`config.mk`:
```
export PLATFORM = sky130hd
export DESIGN_NAME = fpnew_opgrp_out_arb_flat
export DESIGN_NICKNAME = d
export VERILOG_FILES = /design/src/rtl/fpnew_opgrp_out_arb_if.sv /design/src/rtl/fpnew_opgrp_out_arb.sv /design/src/flat_wrapper.sv
export SDC_FILE = /design/constraint.sdc
export NUM_CORES = 1
export LEC_CHECK = 0
export BUFFER_PORTS_ARGS = -buffer_cell sky130_fd_sc_hd__buf_2
export CORE_AREA = 2 2 169 171
export CTS_BUF_LIST = sky130_fd_sc_hd__clkbuf_4
export DETAILED_ROUTE_END_ITERATION = 10
export DIE_AREA = 0 0 171 173
export SYNTH_ARGS = -nofsm -noshare
export SYNTH_HDL_FRONTEND = slang
export SYNTH_SLANG_ARGS = --single-unit
```
`constraint.sdc`:
```
create_clock -name clk_i -period 7.7 [get_ports clk_i]
set_input_delay 1.155 -clock clk_i [delete_from_list [all_inputs] [get_ports clk_i]]
set_output_delay 1.155 -clock clk_i [all_outputs]
set_load 0.005 [all_outputs]
```
`src/rtl/fpnew_opgrp_out_arb_if.sv`:
```
// ---------------------------------------------------------------------------
// FpnewOpgrpOutArbIf
// Bundles the handshake and data signals between the operation-group result
// ports, the output arbiter and the core-side consumer.
//   in_valid_i  : per-port result valid from the operation groups
//   in_ready_o  : per-port accept from the arbiter (one-hot or zero)
//   in_data_i   : per-port packed result/status/tag word
//   out_valid_o : registered result valid toward the core
//   out_ready_i : core accepts the result
//   out_data_o  : registered winning data word
//   out_idx_o   : port index that produced out_data_o
//   busy_o      : a result is pending in the arbiter or at its inputs
// Modport slave is taken by the arbiter, master by whoever drives it.
// ---------------------------------------------------------------------------
interface fpnew_opgrp_out_arb_if #(
    parameter int unsigned NUM_IN = 5,
    parameter int unsigned DATA_W = 70,
    parameter int unsigned IDX_W  = $clog2(NUM_IN)
);
    logic [NUM_IN-1:0]             in_valid_i;
    logic [NUM_IN-1:0]             in_ready_o;
    logic [NUM_IN-1:0][DATA_W-1:0] in_data_i;
    logic                          out_valid_o;
    logic                          out_ready_i;
    logic [DATA_W-1:0]             out_data_o;
    logic [IDX_W-1:0]              out_idx_o;
    logic                          busy_o;

    modport slave (
        input  in_valid_i,
        input  in_data_i,
        input  out_ready_i,
        output in_ready_o,
        output out_valid_o,
        output out_data_o,
        output out_idx_o,
        output busy_o
    );

    modport master (
        output in_valid_i,
        output in_data_i,
        output out_ready_i,
        input  in_ready_o,
        input  out_valid_o,
        input  out_data_o,
        input  out_idx_o,
        input  busy_o
    );
endinterface

```
`src/rtl/fpnew_opgrp_out_arb.sv`:
```
// ---------------------------------------------------------------------------
// FpnewOpgrpOutArb
// Round-robin arbiter collecting results from NUM_IN operation groups into a
// single registered output stage toward the core.
//   clk_i   : sole clock, rising edge
//   rst_i   : asynchronous active-high reset
//   flush_i : synchronous flush, drops the buffered result and restarts the
//             round-robin scan at port 0
//   bus     : slave modport carrying the per-port inputs and the output
// ---------------------------------------------------------------------------
module fpnew_opgrp_out_arb #(
    parameter int unsigned NUM_IN = 5,
    parameter int unsigned DATA_W = 70,
    parameter int unsigned IDX_W  = $clog2(NUM_IN)
) (
    input  logic                  clk_i,
    input  logic                  rst_i,
    input  logic                  flush_i,
    fpnew_opgrp_out_arb_if.slave  bus
);

    logic                 r_valid;
    logic [DATA_W-1:0]    r_data;
    logic [IDX_W-1:0]     r_idx;
    logic [IDX_W-1:0]     r_ptr;

    logic                 w_ld;
    logic                 w_found;
    logic [IDX_W-1:0]     w_winner;
    logic [IDX_W-1:0]     w_nextPtr;
    logic [IDX_W:0]       w_cand;
    logic [NUM_IN-1:0]    w_grant;

    // The output register may take a new word when it is empty or being
    // drained this cycle; a flush blocks loading outright.
    assign w_ld = !flush_i && (!r_valid || bus.out_ready_i);

    // Scan the ports starting at the round-robin pointer. The candidate index
    // carries one extra bit so the sum never overflows, and is folded back
    // explicitly so a non-power-of-two port count never selects a port that
    // does not exist.
    always_comb begin
        w_found  = 1'b0;
        w_winner = '0;
        w_cand   = '0;
        for (int k = 0; k < int'(NUM_IN); k++) begin
            w_cand = {1'b0, r_ptr} + (IDX_W+1)'(k);
            if (w_cand >= (IDX_W+1)'(NUM_IN)) begin
                w_cand = w_cand - (IDX_W+1)'(NUM_IN);
            end
            if (!w_found && bus.in_valid_i[w_cand[IDX_W-1:0]]) begin
                w_found  = 1'b1;
                w_winner = w_cand[IDX_W-1:0];
            end
        end
    end

    // Pointer advances to the port after the winner, wrapping at the last port.
    assign w_nextPtr = (w_winner == IDX_W'(NUM_IN - 1)) ? '0 : w_winner + IDX_W'(1);

    // Only the winning port sees ready, and only when its word is actually
    // captured; held low during reset so nothing upstream thinks it handed off.
    always_comb begin
        w_grant = '0;
        if (w_ld && w_found && !rst_i) begin
            w_grant[w_winner] = 1'b1;
        end
    end

    // Output stage: flush empties it and rewinds the pointer, a load either
    // captures the winner or empties it when nobody is valid, and a stall
    // keeps everything so the core sees a stable word.
    always_ff @(posedge clk_i or posedge rst_i) begin
        if (rst_i) begin
            r_valid <= 1'b0;
            r_data  <= '0;
            r_idx   <= '0;
            r_ptr   <= '0;
        end else if (flush_i) begin
            r_valid <= 1'b0;
            r_ptr   <= '0;
        end else if (w_ld) begin
            if (w_found) begin
                r_valid <= 1'b1;
                r_data  <= bus.in_data_i[w_winner];
                r_idx   <= w_winner;
                r_ptr   <= w_nextPtr;
            end else begin
                r_valid <= 1'b0;
            end
        end
    end

    assign bus.in_ready_o  = w_grant;
    assign bus.out_valid_o = r_valid;
    assign bus.out_data_o  = r_data;
    assign bus.out_idx_o   = r_idx;
    assign bus.busy_o      = r_valid || (|bus.in_valid_i);

endmodule

```
`src/flat_wrapper.sv`:
```
// flat-port wrapper written by rule: the top's interface ports become plain ports
module fpnew_opgrp_out_arb_flat 
#(
    parameter int unsigned NUM_IN = 5,
    parameter int unsigned DATA_W = 70,
    parameter int unsigned IDX_W  = $clog2(NUM_IN)
)
  (clk_i, rst_i, flush_i, bus_in_valid_i, bus_in_data_i, bus_out_ready_i, bus_in_ready_o, bus_out_valid_o, bus_out_data_o, bus_out_idx_o, bus_busy_o);
  fpnew_opgrp_out_arb_if #(.NUM_IN(NUM_IN), .DATA_W(DATA_W), .IDX_W(IDX_W)) bus_i ();
  input  logic clk_i;
  input  logic rst_i;
  input  logic flush_i;
  input wire logic [$bits(bus_i.in_valid_i)-1:0] bus_in_valid_i;
  input wire logic [$bits(bus_i.in_data_i)-1:0] bus_in_data_i;
  input wire logic [$bits(bus_i.out_ready_i)-1:0] bus_out_ready_i;
  output wire logic [$bits(bus_i.in_ready_o)-1:0] bus_in_ready_o;
  output wire logic [$bits(bus_i.out_valid_o)-1:0] bus_out_valid_o;
  output wire logic [$bits(bus_i.out_data_o)-1:0] bus_out_data_o;
  output wire logic [$bits(bus_i.out_idx_o)-1:0] bus_out_idx_o;
  output wire logic [$bits(bus_i.busy_o)-1:0] bus_busy_o;
  assign bus_i.in_valid_i = bus_in_valid_i;
  assign bus_i.in_data_i = bus_in_data_i;
  assign bus_i.out_ready_i = bus_out_ready_i;
  assign bus_in_ready_o = bus_i.in_ready_o;
  assign bus_out_valid_o = bus_i.out_valid_o;
  assign bus_out_data_o = bus_i.out_data_o;
  assign bus_out_idx_o = bus_i.out_idx_o;
  assign bus_busy_o = bus_i.busy_o;
  fpnew_opgrp_out_arb #(.NUM_IN(NUM_IN), .DATA_W(DATA_W), .IDX_W(IDX_W)) u_core (.clk_i(clk_i), .rst_i(rst_i), .flush_i(flush_i), .bus(bus_i));
endmodule
```
**Word-level counts from Yosys, hierarchy flattened**

Index checks and enable logic that the tools add are counted.

- Input port bits: 359
- Word-level logic and storage cells: 87
- Register bits: 77
- Output and inout bits: 80

- Bitwise logic cells: 1
- $lt $le $gt $ge: 12
- Reductions and logical operators: 22
- Mux-type cells: 37
- Equal/unequal tests: 1
- $add $sub $neg: 10

Operator list:

| kind | number |
|---|---|
| binary-select mux 70 bit (select 3 bit) | 1 |
| 2-to-1 mux 70 bit | 1 |
| 2-to-1 mux 3 bit | 14 |
| less-than comparator 3 x 4 -> 1 bit (second input constant) | 6 |
| >= comparator 4 x 3 -> 1 bit (second input constant) | 4 |
| binary-select mux 1 bit (select 3 bit) | 5 |
| subtractor 3 bit (second input constant) | 5 |
| 2-to-1 mux 1 bit | 14 |
| adder 3 x 2 -> 4 bit (second input constant) | 2 |
| logical AND 1 bit | 8 |
| zero test 1 bit | 7 |
| 2-to-1 mux 5 bit | 1 |
| OR reduction 5 bit | 1 |
| adder 3 x 1 -> 4 bit (second input constant) | 1 |
| adder 3 x 3 -> 4 bit (second input constant) | 1 |
| nonzero test 2 bit | 2 |
| adder 3 x 1 -> 3 bit (second input constant) | 1 |
| demux 1 bit (select 3 bit) | 1 |
| equality test 3 bit (second input constant) | 1 |
| >= comparator 3 x 1 -> 1 bit (second input constant) | 1 |
| >= comparator 3 bit (second input constant) | 1 |
| AND reduction 3 bit | 1 |
| logical OR 1 bit | 2 |
| AND reduction 2 bit | 1 |
| NOT 1 bit | 1 |

**Depth between registers and ports, before layout**

Gate-level depths: netlist of the first run.

- Depth in word-level cells: 22
- Mapped depth: 16
- Mapped depth without buffers: 14

**Worst setup path after synthesis of the first run**

Ideal clock, no wire load.

- Path type: register -> output
- Start point: reg u_core.r_ptr[1]
- End point: out bus_in_ready_o[4]
- Slack: 2,972 ps
- Arrival time: 3,573 ps
- Cell stages (with the launch flop): 14
- Buffers on the path: 4
- Required time: 6,545 ps
- Path through: dfrtp_1 > clkbuf_1 > inv_1 > ha_1 > and3b_1 > or4_4 > a21bo_1 > a211o_1 > and4b_1 > buf_2 > a21oi_4 > clkbuf_1 > buf_1 > and3_1

- Longest elaborated chain between the ends: 22
- Elaborated cells on any way between the ends: 55
- Classes of those cells: 9 x add/sub; 7 x order compare; 28 x mux; 11 x reduce/logical

RTL lines:

| what | RTL line | RTL |
|---|---|---|
| start: declaration | fpnew_opgrp_out_arb.sv:25 | `logic [IDX_W-1:0] r_ptr;` |
| start signal: assignment | fpnew_opgrp_out_arb.sv:87 | `r_ptr <= w_nextPtr;` |
| parallel branches: the longest is 21 deep, another holds adder 3 x 1 -> 4 bit | -- |  |
| 2-to-1 mux 5 bit (*) | fpnew_opgrp_out_arb.sv:65 | `if (w_ld && w_found && !rst_i) begin` |
| end: declaration | flat_wrapper.sv:16 | `output wire logic [$bits(bus_i.in_ready_o)-1:0] bus_in_ready_o;` |

Every way passes the cells marked *. The select of a mux whose other input is x is not followed.

**Final worst setup path of the first run**

- Start point: reg u_core.r_ptr[0]
- End point: out bus_in_ready_o[1]

The elaborated chain is that of the path after synthesis.

==> impl_results.md, run 1 <==
* Cell Pwr Density at 501 mW/mm2
* First-pass GRT wire length at 40600 um
* Ratio of cells with drive above 1 in the final layout at 0.506
* EDFF count, synth at 0
* CTS resizes at 0
* Synth Warn # at 0
* Critical Path RT at 6.55 ns
* Row cnt at 61
* Crit Path Max Fanout at 77
* Slowest cell on the critical path: dfrtp_1
* Core area at 0.0276 mm2
* TritonCTS clock tree: done
* Async SR Flop Fraction at 1.00
* Worst EP arrival at 5.21 ns
* Synth Flop Type: dfrtp_1
* CTS max path bufs at 2
* Crit path kind: reg -> out
* Synth Cell Area at 0.00687 mm2
* Min-Delay Path Class: reg -> reg
* Post-CTS Setup Inserts at 0
* Number of antenna violations at the first check in global routing at 4
* CP Cell Sequence: inv_2 > ha_1 > nand2_1 > a2bb2oi_1 > nor3b_1 > o21bai_1 > and4b_1 > a21oi_1 > o21a_4 > nor2_1 > and3_1 > buf_2
* IO Port Bufs at 438
* DRC Markers at 0
* CP Launch Type: register
* Fmax at 0.157 GHz
* Avg Inst Size Synth at 10.1 um2
* Vias in the first global route at 7055
* GRT Util Overall at 0.178
* Iter 0 DRT Violations at 339
* Top post-synthesis cells by area: dfrtp_1, mux2i_1, o221ai_2, nor2b_1, a31oi_1
* Synth top area share at 0.280
* Final core occ at 0.342
* IO Count at 439
* Highest cell delay on the worst timing path at 0.93 ns
* Grt ovf at 0
* Global placer's final weighted congestion at 0.973
* Via density at 4.88
* Final Cell Area at 0.00945 mm2
* Clock sink count at 77
* Relative slew slack at 0.290
* Worst-Skew Late Latency at 0.45 ns
* Routed wire per std cell at 18.6 um
* Yosys top cell by area: dfrtp_1
* Die width at 171 um
* Max-slew violation count at 0
* Worst slew pin tran at 1.07 ns
* Setup Viol. Count Final at 0
* # hold bufs at CTS at 0
* Worst Hold Slack at 0.501 ns
* Full die area at 0.0296 mm2
* Syn Nets at 1052
* Crit. End Element: output pin
* Root Buffer: clkbuf_4
* Yosys cell types at 64
* Die Span Y at 173 um
* Drt first pass iters at 5
* Total wire length at 27200 um
* Pin count of the biggest net entering global routing at 84
* Clk slew on worst S/H paths at 0.14 ns
* CTS Buf Count at 9
* Synth Register Bits at 77
* CTS H-tree depth at 3
* Max Cap Viol at 0
* Fin crit share at 0.827
* Total Nets Final at 1446
* Area post-placement at 0.00928 mm2
* LEAKAGE at 4.45 nW
* Initial Util at 0.249
* Syn-to-layout area delta at 37.5%
* Mapped Cells at 683
* Via Count at 7131
* Peak supply drop at 0.285 mV
* # fillers at 2898
* RSZ-0062 raised after global routing: no
* Antenna Nets Post-Route at 0
* Final hold vios at 0
* Fin Setup TNS at 0 ns
* Dpl hpwl at 21100 um
* Sequential element share of the synthesized area at 0.280
* Clk_skew at 0.0289 ns
* Status: finished clean
* Fin crit period at 6.37 ns
==> stage by stage <==
stage | worst slack (ns) | total power [W] | std cells
2_1_floorplan | 2.97 | 0.00365 | 683
3_3_place_gp | 2.02 | 0.00441 | 1444
3_5_place_dp | 1.94 | 0.00445 | 1444
4_1_cts | 1.42 | 0.00478 | 1460
5_1_grt | 0.899 | 0.00511 | 1462
6_report | 1.33 | 0.00474 | 1462
==> sequential cells by signal, indices dropped and copies added, names as in the netlist <==
register                count
u_core.bus.out_data_o      70
u_core.bus.out_idx_o        3
u_core.bus.out_valid_o      1
u_core.r_ptr                3
==> cells in the final DEF, fill, tap and decap left out, drive strengths merged, types with 4 or more instances in the layout <==
cell    netlist  layout
buf          41     448
mux2i       143     143
nor2b        85      85
dfrtp        77      77
a31oi        74      74
o221ai       72      72
nand2        22      22
nor2         15      15
a21oi        15      15
clkbuf       24      11
ha            9       9
inv           9       9
o21ai         7       7
xnor2         5       5
and3          5       5
nand3         5       5
nor3b         5       5
a211oi        4       4
or3b          4       4
nor3          4       4
==> routing by layer <==
metal  wire [um]  part of all wire  GRT usage
met1       11300              0.42      0.228
met2       13600              0.50      0.305
met3        1720             0.063     0.0284
met4         555             0.020     0.0533
met5          27           0.00099          0
==> critical path, delay by kind of cell, from the launching register on <==
family	cells	cell delay [ns]
buffers and inverters	2	0.38
flip-flops	1	0.93
adder cells (fa/ha/maj)	1	0.70
AO/OA/AOI/OAI	4	1.33
AND/OR/NAND/NOR	5	1.25
==> logic make-up after synthesis <==
family,share of synthesized area
multiplexers,0.212
AND/OR/NAND/NOR,0.146
XOR/XNOR,0.00637
buffers and inverters,0.0568
adder cells (fa/ha/maj),0.0193
AO/OA/AOI/OAI,0.280
flip-flops,0.280
==> where the power goes <==
group	total, W	internal, W	switching, W	leakage, nW
Combinational	0.00369	0.00160	0.00210	3.41
Sequential	0.000735	0.000620	0.000115	0.951
Clock	0.000309	0.000141	0.000169	0.0914
==> synthesized netlist by cell type, types with 7 or more instances <==
cell type  instances
a21oi_1           14
a31oi_1           73
buf_2             24
buf_6              8
clkbuf_1          24
dfrtp_1           77
ha_1               9
inv_1              8
mux2i_1          143
nand2_1           22
nor2_1            15
nor2b_1           85
o21ai_0            7
o221ai_1           8
o221ai_2          64
==> layout make-up <==
class,instances,area [um2],share of cell area
Sequential cell,77,1930,0.204
Clock inverter,5,82.6,0.00874
Tap cell,378,473,0.0500
Inverter,9,35.0,0.00371
Clock buffer,11,82.6,0.00874
Timing Repair Buffer,448,2270,0.240
Antenna cell,2,5.00,0.000530
Multi-Input combinational cell,532,4580,0.484
==> worst paths after layout <==
kind | endpoint | cells after the start | from | slack, ns
setup reg to reg | u_core.bus.out_data_o[36]$_DFFE_PP0P_ | 12 | u_core.r_ptr[0]$_DFFE_PP0P_ | 1.96
hold / removal | u_core.bus.out_idx_o[2]$_DFFE_PP0P_ | 2 | u_core.bus.out_idx_o[2]$_DFFE_PP0P_ | 0.50
min in group asynchronous | u_core.bus.out_idx_o[2]$_DFFE_PP0P_ | 2 | rst_i | 0.80
hold reg to reg | u_core.bus.out_idx_o[2]$_DFFE_PP0P_ | 2 | u_core.bus.out_idx_o[2]$_DFFE_PP0P_ | 0.50
setup / recovery | bus_in_ready_o[1] | 12 | u_core.r_ptr[0]$_DFFE_PP0P_ | 1.33
max in group asynchronous | u_core.bus.out_idx_o[1]$_DFFE_PP0P_ | 3 | rst_i | 5.83
(Power assumes the default switching activity.)
==> run 2: changes to the inputs <==
Clock period 7.7 ns to 5.25 ns, I/O delays scaled along.
==> impl_results.md, run 2 (synthesis results as in run 1) <==
* Crit. End Element: output pin (unchanged)
* CP Cell Sequence: inv_2 > ha_1 > inv_1 > fa_1 > a21oi_2 > mux2i_1 > or3b_2 > nand2_1 > a21oi_1 > o32a_1 > a31oi_4 > nor4b_1 > buf_2 (was inv_2 > ha_1 > nand2_1 > a2bb2oi_1 > nor3b_1 > o21bai_1 > and4b_1 > a21oi_1 > o21a_4 > nor2_1 > and3_1 > buf_2)
* Met3 Usage GRT at 0.0252 (was 0.0284)
* Clk_skew at 0.0265 ns (was 0.0289 ns)
* Die width at 171 um (unchanged)
* Most frequent cells in the layout: buf_2, mux2i_1, nor2b_1, dfrtp_1, a31oi_1 (unchanged)
* Max Cap Viol at 0 (unchanged)
* Crit path kind: reg -> out (unchanged)
* Antenna Nets Post-Route at 0 (unchanged)
* Drt first pass iters at 5 (unchanged)
* Ratio of cells with drive above 1 in the final layout at 0.509 (was 0.506)
* Multi-input logic area at 0.00459 mm2 (was 0.00458 mm2)
* Row cnt at 61 (unchanged)
* Area post-placement at 0.00936 mm2 (was 0.00928 mm2)
* Highest cell delay on the worst timing path at 0.55 ns (was 0.93 ns)
* Max-slew violation count at 0 (unchanged)
* Worst reg-to-reg setup slack at 0.87 ns (was 1.96 ns)
* Min-Delay Path Class: in -> async (was reg -> reg)
* Worst r2r src: u_core.r_ptr[0]$_DFFE_PP0P_ (unchanged)
* IO Count at 439 (unchanged)
* Via density at 4.88 (about the same)
* Fin Setup TNS at 0 ns (unchanged)
* Root Buffer: clkbuf_4 (unchanged)
* Dpl hpwl at 21900 um (was 21100 um)
* Met2 Usage GRT at 0.316 (was 0.305)
* Internal at 0.00352 W (was 0.00236 W)
* TritonCTS clock tree: done (unchanged)
* GRT Util Overall at 0.178 (about the same)
* Fin crit share at 0.923
* Global placer's final weighted congestion at 0.958 (was 0.973)
* Die Span Y at 173 um (unchanged)
* Routed wire per std cell at 18.6 um (about the same)
* Total Nets Final at 1450 (was 1446)
* Final core occ at 0.345 (was 0.342)
* Worst EP arrival at 4.06 ns (was 5.21 ns)
* Slowest cell on the critical path: dfrtp_1 (unchanged)
* Initial Util at 0.249 (unchanged)
* Worst path depth at 13 (was 12)
* Setup Viol. Count Final at 0 (unchanged)
* Setup crit start: u_core.r_ptr[0]$_DFFE_PP0P_ (unchanged)
* Syn-to-layout area delta at 38.8% (was 37.5%)
* Psw at 0.00350 W (was 0.00238 W)
* Comb power frac at 0.787 (was 0.780)
* Final Cell Area at 0.00954 mm2 (was 0.00945 mm2)
* Worst Hold Slack at 0.402 ns (was 0.501 ns)
* Largest register FFs at 70 (unchanged)
* Full die area at 0.0296 mm2 (unchanged)
* Vias in the first global route at 7129 (was 7055)
* Fin crit period at 4.84 ns
* Via Count at 7153 (was 7131)
* WP buf/inv at 3 (was 2)
* Leading cell type in the layout, fill and taps excluded: buf_2 (unchanged)
* Total wire length at 27300 um (was 27200 um)
* Grt ovf at 0 (unchanged)
* Peak supply drop at 0.675 mV (was 0.285 mV)
* LEAKAGE at 4.47 nW (was 4.45 nW)
* Clock sink count at 77 (unchanged)
* Worst-Skew Late Latency at 0.44 ns (was 0.45 ns)
* Clock Power Share at 0.062 (was 0.065)
* # hold bufs at CTS at 0 (unchanged)
* Register area at 0.00193 mm2 (unchanged)
* Pin count of the biggest net entering global routing at 76 (was 84)
* Reg power frac at 0.151 (was 0.155)
* Core area at 0.0276 mm2 (unchanged)
* Relative slew slack at 0.553 (was 0.290)
* Crit-path leading delay family: simple AND/OR/NAND/NOR gates (was compound AO/OA/AOI/OAI gates)
* R2r endpoint: u_core.bus.out_data_o[64]$_DFFE_PP0P_ (was u_core.bus.out_data_o[36]$_DFFE_PP0P_)
* # fillers at 2910 (was 2898)
* Status: finished clean (unchanged)
* CTS H-tree depth at 3 (unchanged)
* Crit Path Max Fanout at 11 (was 77)
* Number of antenna violations at the first check in global routing at 2 (was 4)
* Worst slew pin tran at 0.671 ns (was 1.07 ns)
* Worst setup endpoint: bus_in_ready_o[2] (was bus_in_ready_o[1])
* CTS max path bufs at 2 (unchanged)
* Cell Pwr Density at 735 mW/mm2 (was 501 mW/mm2)
* Cell count of the worst reg-to-reg path at 14 (was 12)
* DRC Markers at 0 (unchanged)
* Critical Path RT at 4.46 ns (was 6.55 ns)
* Clk slew on worst S/H paths at 0.15 ns (was 0.14 ns)
* Iter 0 DRT Violations at 277 (was 339)
* Fmax at 0.206 GHz
* CP Launch Type: register (unchanged)
* Grt met1 use at 0.223 (was 0.228)
* Final hold vios at 0 (unchanged)
* IO Port Bufs at 438 (unchanged)
* RSZ-0062 raised after global routing: no (unchanged)
* CTS Buf Count at 9 (unchanged)
* GR peak layer: met2 (unchanged)
* Switching portion of total power at 0.498 (was 0.502)
* First-pass GRT wire length at 40700 um (was 40600 um)
run 2: cell count changes in the layout (fill, tap and decap cells not counted), sizes merged:
cell      previous run  this run
buf                448       452
clkinv               3         1
clkbuf              11        10
clkinvlp             0         2
run 2: layout make-up:
type | instances | share of cell area
tap | 378 | 0.0496
multi-input combinational | 532 | 0.482
inverter | 9 | 0.00367
clock inverter | 5 | 0.00879
timing repair buffer | 452 | 0.246
antenna | 2 | 0.000525
sequential | 77 | 0.202
clock buffer | 10 | 0.00787
run 2: worst min-delay path by stage:
stage	end	slack, ns	depth (start not counted)	start
final	u_core.bus.out_idx_o[2]$_DFFE_PP0P_	0.40	2	rst_i
after global routing	u_core.bus.out_idx_o[2]$_DFFE_PP0P_	0.39	2	rst_i
after CTS	u_core.bus.out_data_o[45]$_DFFE_PP0P_	0.38	2	rst_i
after detailed placement	u_core.bus.out_idx_o[2]$_DFFE_PP0P_	0.46	2	u_core.bus.out_idx_o[2]$_DFFE_PP0P_
after global placement	u_core.bus.out_idx_o[2]$_DFFE_PP0P_	0.46	2	u_core.bus.out_idx_o[2]$_DFFE_PP0P_
after floorplan	u_core.bus.out_idx_o[0]$_DFFE_PP0P_	0.47	2	u_core.bus.out_idx_o[0]$_DFFE_PP0P_
run 2: worst reg2reg max path, stage by stage, from the launching register on:
cell and delay (ns):
dfrtp_1 0.55, inv_2 0.24, ha_1 0.17, inv_1 0.05, fa_1 0.43, a21oi_2 0.23, mux2i_1 0.11, or3b_2 0.52
nand2_1 0.19, nor3_1 0.08, a311oi_1 0.26, o31a_2 0.37, buf_12 0.36, mux2i_1 0.56, o221ai_2 0.16
run 2: metrics by stage:
stage / total power (W) / setup slack, ns / std cells
6_report: 0.00702 / 0.407 / 1465
5_1_grt: 0.00757 / 0.0687 / 1465
4_1_cts: 0.00708 / 0.147 / 1463
3_5_place_dp: 0.00662 / 0.680 / 1448
3_3_place_gp: 0.00654 / 0.815 / 1448
2_1_floorplan: 0.00535 / 0.890 / 683
run 2: timing repair:
| action | 4_1_cts | 5_1_grt |
|---|---|---|
| gates resized for setup | 0 | 4 |
| endpoints found under the setup margin | 0 | 4 |
| buffers inserted | 0 | 0 |
run 2: power by group through the flow:
stage               combinational (W)  clock, W  sequential [W]
finish                        0.00552  0.000436         0.00106
global route                  0.00598  0.000489         0.00110
CTS                           0.00555  0.000473         0.00106
detailed placement            0.00555         0         0.00107
global placement              0.00548         0         0.00106
floorplan                     0.00427         0         0.00107
run 2: metal layers:
metal	share of wire	vias to the layer above
li1	-	3467
met1	0.41	3358
met2	0.51	294
met3	0.057	32
met4	0.018	2
met5	0.00048	-
